$ cat src/rtl/alu_pkg.sv
// ============================================================================
// Module      : alu_pkg
// Description : Shared definitions for the ALU issue/writeback slice: opcode
//               encodings, illegal-opcode boundary, FSM state encoding, flag
//               bit positions and conditional-execution codes.
// Revision    : 1.0 - initial release
// ============================================================================
`default_nettype none

package alu_pkg;

    // Register file geometry
    localparam int NREGS  = 4;
    localparam int REG_AW = $clog2(NREGS);

    // ALU opcodes implemented by the downstream combinational ALU
    localparam logic [3:0] OP_ADD = 4'b0000;
    localparam logic [3:0] OP_SUB = 4'b0001;
    localparam logic [3:0] OP_INC = 4'b0010;
    localparam logic [3:0] OP_DEC = 4'b0011;
    localparam logic [3:0] OP_AND = 4'b0100;
    localparam logic [3:0] OP_OR  = 4'b0101;
    localparam logic [3:0] OP_XOR = 4'b0110;
    localparam logic [3:0] OP_NOT = 4'b0111;
    localparam logic [3:0] OP_SHL = 4'b1000;
    localparam logic [3:0] OP_SHR = 4'b1001;
    localparam logic [3:0] OP_ROL = 4'b1010;
    localparam logic [3:0] OP_ROR = 4'b1011;

    // Lowest illegal opcode value
    localparam logic [3:0] ILLEGAL_BASE = 4'b1100;

    // Issue FSM encoding
    typedef enum logic [1:0] {
        ST_IDLE = 2'd0,
        ST_EXEC = 2'd1,
        ST_WB   = 2'd2
    } state_t;

    // Bit positions inside the {Z,C,V,S} flags vector
    localparam int FLAG_Z = 3;
    localparam int FLAG_C = 2;
    localparam int FLAG_V = 1;
    localparam int FLAG_S = 0;

    // Conditional-execution codes
    localparam logic [1:0] COND_ALWAYS = 2'b00;
    localparam logic [1:0] COND_Z      = 2'b01;
    localparam logic [1:0] COND_C      = 2'b10;
    localparam logic [1:0] COND_NZ     = 2'b11;

endpackage : alu_pkg

`default_nettype wire

$ cat src/rtl/alu_issue_regfile.sv
// ============================================================================
// Module      : alu_issue_regfile
// Description : NREGS x 8-bit register file with two combinational operand
//               read ports, one combinational debug read port and one
//               synchronous write port. Synchronous active-high reset.
// Revision    : 1.0 - initial release
// ============================================================================
`default_nettype none

module alu_issue_regfile #(
    parameter int NREGS = 4,
    parameter int AW    = $clog2(NREGS)
) (
    input  logic          clk,
    input  logic          rst,
    input  logic          i_we,
    input  logic [AW-1:0] i_waddr,
    input  logic [7:0]    i_wdata,
    input  logic [AW-1:0] i_raddr1,
    output logic [7:0]    o_rdata1,
    input  logic [AW-1:0] i_raddr2,
    output logic [7:0]    o_rdata2,
    input  logic [AW-1:0] i_dbg_addr,
    output logic [7:0]    o_dbg_data
);

    logic [7:0] r_mem [NREGS];

    // Storage update: clear everything on reset, otherwise single write port
    always_ff @(posedge clk) begin
        if (rst) begin
            for (int i = 0; i < NREGS; i++) begin
                r_mem[i] <= 8'h00;
            end
        end else if (i_we) begin
            r_mem[i_waddr] <= i_wdata;
        end
    end

    // Reads return current (pre-write) contents, so same-edge writes are not bypassed
    always_comb begin
        o_rdata1   = r_mem[i_raddr1];
        o_rdata2   = r_mem[i_raddr2];
        o_dbg_data = r_mem[i_dbg_addr];
    end

endmodule : alu_issue_regfile

`default_nettype wire

$ cat src/rtl/alu_issue_unit.sv
// ============================================================================
// Module      : alu_issue_unit
// Description : Issue/writeback stage in front of the 8-bit combinational
//               ALU. Accepts micro-ops over valid/ready, registers operands
//               into the ALU inputs, and commits result and flags back.
//               Optional feature macro: ALU_ISSUE_CONDEXEC_EN (adds in_cond
//               and wb_skip for flag-conditioned execution).
// Revision    : 1.0 - initial release
// ============================================================================
`default_nettype none

module alu_issue_unit
    import alu_pkg::*;
(
    input  logic              clk,
    input  logic              rst,
    input  logic              in_valid,
    output logic              in_ready,
    input  logic [3:0]        in_opcode,
    input  logic [REG_AW-1:0] in_rd,
    input  logic [REG_AW-1:0] in_rs1,
    input  logic [REG_AW-1:0] in_rs2,
    input  logic              in_use_imm,
    input  logic [7:0]        in_imm,
    output logic [3:0]        alu_opcode,
    output logic [7:0]        alu_a,
    output logic [7:0]        alu_b,
    input  logic [7:0]        alu_result,
    input  logic              alu_zero,
    input  logic              alu_carry,
    input  logic              alu_overflow,
    input  logic              alu_sign,
    output logic              wb_valid,
    output logic [REG_AW-1:0] wb_rd,
    output logic [7:0]        wb_data,
    output logic [3:0]        flags,
    output logic              err,
`ifdef ALU_ISSUE_CONDEXEC_EN
    input  logic [1:0]        in_cond,
    output logic              wb_skip,
`endif
    input  logic [REG_AW-1:0] dbg_addr,
    output logic [7:0]        dbg_data
);

    state_t            r_state;
    state_t            w_state_nxt;
    logic [REG_AW-1:0] r_rd;
    logic              w_xfer;
    logic              w_illegal;
    logic              w_cond_ok;
    logic              w_rf_we;
    logic [3:0]        w_flags_new;
    logic [7:0]        w_rs1_data;
    logic [7:0]        w_rs2_data;
`ifdef ALU_ISSUE_CONDEXEC_EN
    logic [1:0]        r_cond;
`endif

    alu_issue_regfile #(
        .NREGS (NREGS),
        .AW    (REG_AW)
    ) u_regfile (
        .clk        (clk),
        .rst        (rst),
        .i_we       (w_rf_we),
        .i_waddr    (r_rd),
        .i_wdata    (alu_result),
        .i_raddr1   (in_rs1),
        .o_rdata1   (w_rs1_data),
        .i_raddr2   (in_rs2),
        .o_rdata2   (w_rs2_data),
        .i_dbg_addr (dbg_addr),
        .o_dbg_data (dbg_data)
    );

    // FSM state register
    always_ff @(posedge clk) begin
        if (rst) begin
            r_state <= ST_IDLE;
        end else begin
            r_state <= w_state_nxt;
        end
    end

    // Next-state, handshake and commit qualification
    always_comb begin
        w_state_nxt = ST_IDLE;
        in_ready    = 1'b0;
        case (r_state)
            ST_IDLE, ST_WB: begin
                in_ready    = 1'b1;
                w_state_nxt = in_valid ? ST_EXEC : ST_IDLE;
            end
            ST_EXEC: begin
                w_state_nxt = ST_WB;
            end
            default: begin
                w_state_nxt = ST_IDLE;
            end
        endcase
        w_xfer    = in_valid && in_ready;
        w_illegal = (alu_opcode >= ILLEGAL_BASE);

        // Conditions look at flags as they stand before this op updates them
        w_cond_ok = 1'b1;
`ifdef ALU_ISSUE_CONDEXEC_EN
        case (r_cond)
            COND_ALWAYS: w_cond_ok = 1'b1;
            COND_Z:      w_cond_ok = flags[FLAG_Z];
            COND_C:      w_cond_ok = flags[FLAG_C];
            COND_NZ:     w_cond_ok = !flags[FLAG_Z];
            default:     w_cond_ok = 1'b1;
        endcase
`endif
        w_rf_we = (r_state == ST_EXEC) && !w_illegal && w_cond_ok;

        w_flags_new         = 4'h0;
        w_flags_new[FLAG_Z] = alu_zero;
        w_flags_new[FLAG_C] = alu_carry;
        w_flags_new[FLAG_V] = alu_overflow;
        w_flags_new[FLAG_S] = alu_sign;
    end

    // Operand capture at transfer; result/flag commit at the EXEC->WB edge
    always_ff @(posedge clk) begin
        if (rst) begin
            alu_opcode <= 4'h0;
            alu_a      <= 8'h00;
            alu_b      <= 8'h00;
            r_rd       <= '0;
            wb_valid   <= 1'b0;
            wb_rd      <= '0;
            wb_data    <= 8'h00;
            flags      <= 4'h0;
            err        <= 1'b0;
`ifdef ALU_ISSUE_CONDEXEC_EN
            r_cond     <= COND_ALWAYS;
            wb_skip    <= 1'b0;
`endif
        end else begin
            wb_valid <= 1'b0;
`ifdef ALU_ISSUE_CONDEXEC_EN
            wb_skip  <= 1'b0;
`endif
            if (w_xfer) begin
                alu_opcode <= in_opcode;
                alu_a      <= w_rs1_data;
                alu_b      <= in_use_imm ? in_imm : w_rs2_data;
                r_rd       <= in_rd;
`ifdef ALU_ISSUE_CONDEXEC_EN
                r_cond     <= in_cond;
`endif
            end
            if (r_state == ST_EXEC) begin
                if (w_illegal) begin
                    err <= 1'b1;
                end else if (w_cond_ok) begin
                    wb_valid <= 1'b1;
                    wb_rd    <= r_rd;
                    wb_data  <= alu_result;
                    flags    <= w_flags_new;
                end else begin
`ifdef ALU_ISSUE_CONDEXEC_EN
                    wb_skip  <= 1'b1;
`endif
                end
            end
        end
    end

endmodule : alu_issue_unit

`default_nettype wire
$ cat config.mk
export PLATFORM = sky130hd
export DESIGN_NAME = alu_issue_unit
export DESIGN_NICKNAME = d
export VERILOG_FILES = /design/src/rtl/alu_pkg.sv /design/src/rtl/alu_issue_regfile.sv /design/src/rtl/alu_issue_unit.sv
export SDC_FILE = /design/constraint.sdc
export NUM_CORES = 1
export LEC_CHECK = 0
export CORE_UTILIZATION = 45
export CTS_CLUSTER_DIAMETER = 200
export CTS_CLUSTER_SIZE = 12
export DETAILED_ROUTE_END_ITERATION = 7
export HOLD_SLACK_MARGIN = 0.05
export PLACE_DENSITY = 0.85
export SLEW_MARGIN = 10
export SYNTH_ARGS = -nofsm -noshare
export SYNTH_HDL_FRONTEND = slang
export SYNTH_SLANG_ARGS = --single-unit
$ cat constraint.sdc
create_clock -name clk -period 2.6 [get_ports clk]
set_input_delay 0.65 -clock clk [delete_from_list [all_inputs] [get_ports clk]]
set_output_delay 0.65 -clock clk [all_outputs]
set_load 0.1 [all_outputs]
Yosys cells after proc, flatten, opt, wreduce, memory -nomap -nowiden
Memory sizes are Yosys's and may differ from the RTL's. A register that Yosys moved wholly into a read port is not among the register bits.
Index checks and enable logic that the tools add are counted.

storage, ports and cells
  memory bits (writable) = 32
  bits in registers = 32
  word-level logic and storage cells = 37
  memories = 1
  input port bits = 36

cells by class
  reductions and logical operators = 9
  magnitude comparators = 1
  bitwise operators = 2
  muxes and demuxes = 13
  equal/unequal tests = 2

memories
  memory           depth  width  rd ports  clocked after memory_dff  wr ports  line                     source
  u_regfile.r_mem  4      8      3         1                         4         alu_issue_regfile.sv:27  logic [7:0] r_mem [NREGS];

operator list
  operator                                                          count
  8-bit 2-to-1 mux                                                  2
  1-bit 2-to-1 mux                                                  9
  8-bit OR reduction                                                1
  4-bit greater-or-equal comparator (second input constant)         1
  2-bit case mux with 2 select lines                                1
  2-bit AND reduction                                               2
  2-bit OR reduction                                                2
  2-bit by 1-bit == test with 1-bit output (second input constant)  1
  2-bit == test (second input constant)                             1
  1-bit logical AND                                                 2
  2-bit logical NOT                                                 1
  2-bit 2-to-1 mux                                                  1
  1-bit inverter                                                    2
  1-bit logical NOT                                                 1

Depth between registers and ports, before layout
Gate-level depths: netlist (run 1).

  word-level depth = 8
  depth in mapped cells = 5
  depth with buffers taken out = 3

Cells and area by module
A second synthesis (run 1) with hierarchy kept.

second synthesis, totals
  cells, all modules = 275
  area, all modules = 3,478.3 sq um

modules (own cells, without submodules)
  module             times used  area each (sq um)  cells each  seq. area each (sq um)
  alu_issue_regfile  1           1,868.0            104         960.9
  alu_issue_unit     1           1,610.3            171         800.8

Worst setup path after synthesis (run 1)
OpenSTA, ideal clock, no wires.

  kind = reg2reg
  start = reg alu_opcode[2]
  end = mem u_regfile.r_mem[1][0] (enable)
  slack = 0.125 ns
  setup time = 0.387 ns
  path buffers = 2
  arrival = 2.088 ns
  data required time = 2.213 ns
  clock period less this slack = 2.475 ns
  stages on the path, launching flop included = 5
  cell sequence = dfxtp_1 and2_1 buf_2 buf_2 o31ai_1

RTL lines
  item                      line                     source
  start: declaration        alu_issue_unit.sv:25     output logic [3:0] alu_opcode,
  start signal: assignment  alu_issue_unit.sv:147    alu_opcode <= in_opcode;
  end: declaration          alu_issue_regfile.sv:27

Worst setup path after layout (run 1)
  start = in dbg_addr[1]
  end = out dbg_data[0]

on the way
  word-level cells in the longest chain between the ends = 1

RTL lines
  item                   line                  source
  start: declaration     alu_issue_unit.sv:42  input logic [REG_AW-1:0] dbg_addr,
  memory read 4 x 8 bit  n/a
  end: declaration       alu_issue_unit.sv:43  output logic [7:0] dbg_data

Every way passes these cells.

==> flow_summary.ini, run 1 <==
[outcome]
outcome = finished clean

[floorplan]
die_area_mm2 = 0.00787
fp.dieW_um = 88.7
pin_count = 81
row_count = 31
core_mm2 = 0.00725
initial_core_util = 0.466
die_y_um = 88.7

[power_and_ir_drop]
vdd_ir_drop_max_mv = 0.329
power_density_mw_per_mm2 = 650
p_leak_nw = 1.75

[layout]
diodes = 0
finalNetCount = 411
syn2layout_area_growth_pct = 34.1
final_util = 0.625
layout-drive-gt1-share = 0.311

[synth]
synth_common_cells = 40 x dfxtp_1, 33 x a21oi_1, 33 x and2_1, 32 x edfxtp_1, 29 x nand2_1
yosys_warnings = 0
synth.distinct_cells = 27
syn-num-nets = 326
synth_seq_cells = 72
avgSynthCellArea_um2 = 11.7
synth.most_common_cell = dfxtp_1
syn-cell-area_mm2 = 0.00338
synth_largest_area_cell = edfxtp_1
synth-main-ff-cell = dfxtp_1
yosysSeqAreaShare = 0.521
async_flop_share = 0
netlist_instances = 290
synth_top_cells_by_area = edfxtp_1 28%, dfxtp_1 24%, mux4_2 11%
netlist.area_leader.share = 0.284
synth-edff-count = 32

[setup_path]
crit_chain = clkdlybuf4s50_1 > buf_4 > mux4_2 > buf_12
critPathLaunchType = input port
reg2reg_to = u_regfile.r_mem[1][5]
crit_family = buffers and inverters
crit_arrival_ns = 1.84
rrSetupSlack_ns = 0.91
critPathKind = in2out
cp_slowest_cell = clkdlybuf4s50_1
endpoint_kind = output port
slowest_delay_ns = 0.51
crit_buf_inv = 3
crit_required_ns = 1.95
reg2reg_depth = 2
crit_fanout = 4
timing.rr.start = r_rd[1]

[detailed_routing]
first_iter_violations = 197
maxUsedRoutingLayer = met4
drt-met1-wl_um = 3500
vias = 2624
drc = 0
dr_wl_met2_um = 3990
dr_wl_met3_um = 360
drt-vias-per-instance = 5.48
firstDrtPassIters = 4
wl_per_cell_um = 16.9
ant_nets = 0
drt-total-wl_um = 8080

[run]
max-cap-violations = 0

[sta]
max_freq_ghz = 0.401
fin_crit_ns = 2.49
post-route-period-util = 0.959
finalSetupViolCount = 0
rsz0062_at_grt = no
tns_ns = 0
fin_skew_ns = 0.0181
slew_viol_final = 0
worstMarginPinSlew_ns = 0.783
hold_viol = 0
relSlewSlack = 0.475
hold_ws_ns = 0.462

[grt]
grt_antenna_before_repair = 0
grt_pass1_wl_um = 12800
grt_max_degree = 27
grt_overflow = 0
grt_pass1_vias = 2439
grt_usage = 0.220

[place]
io_buffer_count = 80
place.gp.congestion = 0.880
hpwlAfterDp_um = 6190

[clock_network]
cts_buffers = 9
cts_setup_buffers = 0
clkLatencyLatePin_ns = 0.35
cts_tree = done
htree_levels = 3
clockBufferDepth = 2
clkSinkCount = 72
root_buffer = clkbuf_8
clk_pin_slew_ns = 0.09

[hold_path]
whs_endpoint = alu_opcode[1]
min_path_type = reg2reg
min_from = alu_opcode[1]
hold-path-cell-count = 2
==> worst max path at each step <==
stage | from | end | slack, ns | cells after the start
2_1_floorplan | alu_opcode[2] | u_regfile.r_mem[1][0] | 0.13 | 4
6_report | dbg_addr[1] | dbg_data[0] | 0.11 | 4
3_5_place_dp | dbg_addr[0] | dbg_data[6] | -0.09 | 4
3_3_place_gp | dbg_addr[0] | dbg_data[7] | -0.09 | 4
4_1_cts | dbg_addr[1] | dbg_data[6] | 0.10 | 4
5_1_grt | dbg_addr[1] | dbg_data[6] | 0.08 | 4
==> through the flow <==
step | instance area (um^2) | total power [W] | cells | setup slack, ns
finish | 4540 | 0.00295 | 479 | 0.106
floorplan | 3380 | 0.00179 | 290 | 0.125
detailed placement | 4310 | 0.00201 | 463 | -0.0890
CTS | 4530 | 0.00296 | 479 | 0.100
global placement | 4310 | 0.00200 | 463 | -0.0863
global route | 4540 | 0.00306 | 479 | 0.0825
==> worst reg2reg max path, stage by stage, from the launching register on <==
cell	delay (ns)
dfxtp_1	0.41
nand2b_1	0.24
o31ai_2	0.66
==> cell families after synthesis <==
kind of cell	after synthesis	share of synthesized area
flops	72	0.521
compound gates	66	0.115
buf+inv	25	0.0396
simple gates	95	0.159
mux	32	0.165
==> layer usage <==
layer	global-route usage	vias up
met1	0.288	1270
met3	0.0345	18
met5	0	-
met4	0.117	0
met2	0.351	92
li1	-	1244
==> layout by cell type (no fill, tap or decap), types with 6 or more instances in the layout <==
master	instances
nand2_1	29
o21ai_0	19
buf_12	9
dfxtp_1	40
nand3_1	14
buf_4	52
clkbuf_8	11
edfxtp_1	32
clkdlybuf4s50_1	34
and2_1	33
mux4_2	16
mux2_2	11
a21oi_1	33
a222oi_1	8
nor2_1	6
==> timing repair <==
| action | in CTS | in global routing |
|---|---|---|
| resized for setup | 1 | 0 |
| hold buffers | 0 | 0 |
| endpoints found under the setup margin | 8 | 0 |
==> flip-flops by register name, indices dropped and copies added, names as in the netlist <==
| name | count |
|---|---|
| r_state | 2 |
| wb_valid | 1 |
| alu_b | 8 |
| wb_rd | 2 |
| flags | 4 |
| wb_data | 8 |
| u_regfile.r_mem | 32 |
| alu_a | 8 |
| r_rd | 2 |
| alu_opcode | 4 |
| err | 1 |
==> report_power, final <==
part | switching (W) | total, W | internal [W]
Combinational | 0.000469 | 0.000707 | 0.000238
Clock | 0.000437 | 0.000960 | 0.000523
Sequential | 0.0000425 | 0.00128 | 0.00124
==> area by class of cell <==
class                           count  area [um^2]
Fill cell                         578         2720
Timing Repair Buffer               96          920
Multi-Input combinational cell    193         1490
Sequential cell                    72         1760
Clock inverter                      3         23.8
Inverter                            3         11.3
Clock buffer                       13          201
Tap cell                           99          124
Power figures use the tool's default switching activity.
==> run 2, diff against run 1 <==
--- a/config.mk
+++ b/config.mk
@@ -11,6 +11,7 @@
 export DETAILED_ROUTE_END_ITERATION = 7
 export HOLD_SLACK_MARGIN = 0.05
 export PLACE_DENSITY = 0.85
+export REMOVE_ABC_BUFFERS = 1
 export SLEW_MARGIN = 10
 export SYNTH_ARGS = -nofsm -noshare
 export SYNTH_HDL_FRONTEND = slang
==> flow_summary.ini, run 2 (synthesis gave the netlist of run 1 again) <==
[floorplan]
initial_core_util = 0.466
pin_count = 81
die_y_um = 88.7
row_count = 31
core_mm2 = 0.00725
fp.dieW_um = 88.7
die_area_mm2 = 0.00787

[power_and_ir_drop]
p_int_w = 0.00192
power_switching_w = 0.000930
pwr-share-clk = 0.304
p_leak_nw = 1.71
seq_power_share = 0.448
comb_power_share = 0.248
power_density_mw_per_mm2 = 633
vdd_ir_drop_max_mv = 0.320
power_switching_share = 0.326

[run]
max-cap-violations = 0

[clock_network]
clk_pin_slew_ns = 0.08
cts_setup_buffers = 0
htree_levels = 3
cts_tree = done
cts_buffers = 9
clkSinkCount = 72
clockBufferDepth = 2
clkLatencyLatePin_ns = 0.33
root_buffer = clkbuf_8

[layout]
regArea_mm2 = 0.00176
diodes = 0
fillers = 571
largest_reg_flops = 32
final_util = 0.621
syn2layout_area_growth_pct = 33.1
layout-drive-gt1-share = 0.302
final_cell_mix = 47 x buf_4, 40 x dfxtp_1, 34 x clkdlybuf4s50_1
multi_input_area_mm2 = 0.00149
final_common_cell = buf_4
largest_register = u_regfile.r_mem
finalNetCount = 408

[detailed_routing]
drt-vias-per-instance = 5.34
firstDrtPassIters = 4
wl_per_cell_um = 16.2
drc = 0
ant_nets = 0
vias = 2540
drt-total-wl_um = 7690
first_iter_violations = 187

[sta]
finalSetupViolCount = 0
slew_viol_final = 0
rsz0062_at_grt = no
fin_skew_ns = 0.00722
relSlewSlack = 0.230
worstMarginPinSlew_ns = 1.14
worst_slack_ns = 0.0962
max_freq_ghz = 0.399
fin_crit_ns = 2.50
hold_ws_ns = 0.462
hold_viol = 0
post-route-period-util = 0.963

[setup_path]
timing.rr.start = r_rd[1]
critPathKind = in2out
critPathLaunchType = input port
rrSetupSlack_ns = 0.69
crit_arrival_ns = 1.85
crit_required_ns = 1.95
endpoint_kind = output port
reg2reg_to = u_regfile.r_mem[1][0]
crit_fanout = 8
reg2reg_depth = 2

[grt]
grt_overflow = 0
grt_max_degree = 40
grt_pass1_vias = 2514
grt_pass1_wl_um = 11800
grt_antenna_before_repair = 0
grt_usage = 0.200

[hold_path]
whs_endpoint = alu_a[5]
min_path_type = reg2reg
hold-path-cell-count = 2
min_from = alu_a[5]

[place]
pre_cts_ws_ns = -0.106
place.gp.congestion = 0.752
io_buffer_count = 80
hpwlAfterDp_um = 5650

[outcome]
outcome = finished clean
run 2: area by class of cell:
class / instances / share of cell area
clock buffer: 9 / 0.0275
clock inverter: 7 / 0.0158
inverter: 3 / 0.00250
multi-input combinational: 193 / 0.331
sequential: 72 / 0.391
tap: 99 / 0.0275
timing repair buffer: 93 / 0.205
run 2: power groups by stage:
stage               registers (W)  clock network [W]  logic [W]
floorplan                 0.00151                  0   0.000247
global placement          0.00130                  0   0.000699
detailed placement        0.00130                  0   0.000707
CTS                       0.00128           0.000885   0.000708
global route              0.00128           0.000934   0.000737
finish                    0.00128           0.000868   0.000706
run 2: how the worst max path moves through the flow:
stage,startpoint,endpoint,slack [ns],cells after the start
3_3_place_gp,dbg_addr[0],dbg_data[2],-0.1,4
2_1_floorplan,alu_opcode[2],u_regfile.r_mem[1][0],0.24,2
4_1_cts,dbg_addr[1],dbg_data[3],0.1,4
5_1_grt,dbg_addr[1],dbg_data[3],0.08,4
3_5_place_dp,dbg_addr[0],dbg_data[3],-0.11,4
6_report,dbg_addr[1],dbg_data[3],0.1,4
run 2: routing by layer:
layer	vias to the layer above	global-route usage	wire (um)
met5	-	0	0
li1	1231	-	-
met1	1207	0.251	3290
met2	98	0.346	3940
met4	0	0.0616	28
met3	4	0.0438	429
run 2: what timing repair did:
action	in CTS	in global routing
endpoints found under the setup margin	8	0
resized for setup	1	0
hold buffers	0	0
run 2: metrics by stage:
| stage | cell area, um^2 | power, W | setup TNS, ns | std cells |
|---|---|---|---|---|
| after global placement | 4310 | 0.00200 | -0.732 | 460 |
| final | 4500 | 0.00285 | 0 | 476 |
| after global routing | 4500 | 0.00295 | 0 | 476 |
| after CTS | 4500 | 0.00287 | 0 | 476 |
| after detailed placement | 4310 | 0.00201 | -0.755 | 460 |
| after floorplan | 3260 | 0.00176 | 0 | 268 |
run 2: critical path, stage by stage:
cell             delay, ns
clkdlybuf4s50_1       0.52
buf_12                0.14
mux4_2                0.34
buf_12                0.19
==> run 3, diff against run 2 <==
--- a/config.mk
+++ b/config.mk
@@ -5,12 +5,14 @@
 export SDC_FILE = /design/constraint.sdc
 export NUM_CORES = 1
 export LEC_CHECK = 0
-export CORE_UTILIZATION = 45
+export CELL_PAD_IN_SITES_DETAIL_PLACEMENT = 0
+export CELL_PAD_IN_SITES_GLOBAL_PLACEMENT = 1
+export CORE_UTILIZATION = 39
 export CTS_CLUSTER_DIAMETER = 200
 export CTS_CLUSTER_SIZE = 12
 export DETAILED_ROUTE_END_ITERATION = 7
 export HOLD_SLACK_MARGIN = 0.05
-export PLACE_DENSITY = 0.85
+export PLACE_DENSITY = 0.92
 export REMOVE_ABC_BUFFERS = 1
 export SLEW_MARGIN = 10
 export SYNTH_ARGS = -nofsm -noshare
==> flow_summary.ini, run 3 (synthesis gave the netlist of run 1 again) <==
[sta]
relSlewSlack = 0.575
finalSetupViolCount = 0
hold_viol = 0
fin_skew_ns = 0.00863
max_freq_ghz = 0.400
worstMarginPinSlew_ns = 0.638
slew_viol_final = 0
rsz0062_at_grt = no
fin_crit_ns = 2.50
post-route-period-util = 0.962
tns_ns = 0
hold_ws_ns = 0.463

[floorplan]
die_area_mm2 = 0.00905
core_mm2 = 0.00830
row_count = 33
fp.dieW_um = 95.1
die_y_um = 95.1
initial_core_util = 0.408
pin_count = 81

[place]
io_buffer_count = 80
place_inst = 468
place.gp.congestion = 0.757
hpwlAfterDp_um = 6100

[clock_network]
clkLatencyLatePin_ns = 0.34
htree_levels = 3
cts_resized = 1
cts_setup_buffers = 0
cts_tree = done
clockBufferDepth = 2
clk_pin_slew_ns = 0.07
root_buffer = clkbuf_8
cts_buffers = 9
clkSinkCount = 72
holdBufCountCts = 0

[layout]
fillers = 747
layout-drive-gt1-share = 0.296
finalNetCount = 410
largest_register = u_regfile.r_mem
largest_reg_flops = 32
diodes = 0
final_common_cell = buf_4
final_cell_count_no_fill = 484
final_cell_mix = 50 x buf_4, 40 x dfxtp_1, 34 x clkdlybuf4s50_1
syn2layout_area_growth_pct = 32.3
final_util = 0.539

[grt]
grt_pass1_wl_um = 13200
grt_antenna_before_repair = 0
grt_max_degree = 34
grt_pass1_vias = 2575
grt_overflow = 0
grt_usage = 0.194

[detailed_routing]
maxUsedRoutingLayer = met4
drt-vias-per-instance = 5.41
drt-total-wl_um = 8220
first_iter_violations = 189
firstDrtPassIters = 5
wl_per_cell_um = 17.0
vias = 2620
ant_nets = 0
drc = 0
dr_wl_met3_um = 556
drt-met1-wl_um = 3580
dr_wl_met2_um = 4020

[hold_path]
min_from = alu_a[4]
min_path_type = reg2reg
hold-path-cell-count = 2
whs_endpoint = alu_a[4]

[setup_path]
crit_arrival_ns = 1.85
rrSetupSlack_ns = 0.93
reg2reg_to = u_regfile.r_mem[2][2]
crit_fanout = 8
reg2reg_depth = 4
crit_required_ns = 1.95
endpoint_kind = output port
critPathLaunchType = input port
critPathKind = in2out
timing.rr.start = alu_opcode[3]

[outcome]
outcome = finished clean

[run]
max-cap-violations = 0

[power_and_ir_drop]
power_density_mw_per_mm2 = 610
vdd_ir_drop_max_mv = 0.274
p_leak_nw = 1.71
finalPower_w = 0.00273
## run 3: critical path: stages
cell and delay, ns:
clkdlybuf4s50_1 0.52, buf_12 0.14, mux4_2 0.34, buf_12 0.19
## run 3: layout make-up
| cell class | instances | area (um^2) | share of cell area |
|---|---|---|---|
| flip-flops and latches | 72 | 1760 | 0.394 |
| inverters | 3 | 11.3 | 0.00252 |
| clock inverters | 4 | 21.3 | 0.00475 |
| well taps | 105 | 131 | 0.0294 |
| multi-input cells | 193 | 1490 | 0.333 |
| clock buffers | 12 | 135 | 0.0302 |
| repair buffers | 95 | 925 | 0.207 |
## run 3: worst max path at each step
stage,startpoint,endpoint,cells past startpoint
floorplan,alu_opcode[2],u_regfile.r_mem[1][0],2
global placement,dbg_addr[0],dbg_data[6],4
detailed placement,dbg_addr[0],dbg_data[7],4
CTS,dbg_addr[1],dbg_data[7],4
global route,dbg_addr[1],dbg_data[7],4
finish,dbg_addr[1],dbg_data[7],4
## run 3: report_power, final
group / switching [W] / leakage (nW) / internal [W]
logic: 0.000469 / 0.968 / 0.000239
registers: 0.0000407 / 0.660 / 0.00124
clock network: 0.000401 / 0.0778 / 0.000341
total: 0.000910 / 1.71 / 0.00182
## run 3: layer usage
layer | vias up | GRT usage
met5 | - | 0
met4 | 0 | 0.0556
met3 | 6 | 0.0407
met2 | 105 | 0.316
met1 | 1269 | 0.260
li1 | 1240 | -
## run 3: stage by stage
step	setup slack [ns]	instance area, um^2
final	0.0992	4470
after global routing	0.0717	4470
after CTS	0.0837	4470
after detailed placement	-0.112	4320
after global placement	-0.115	4320
after floorplan	0.243	3260
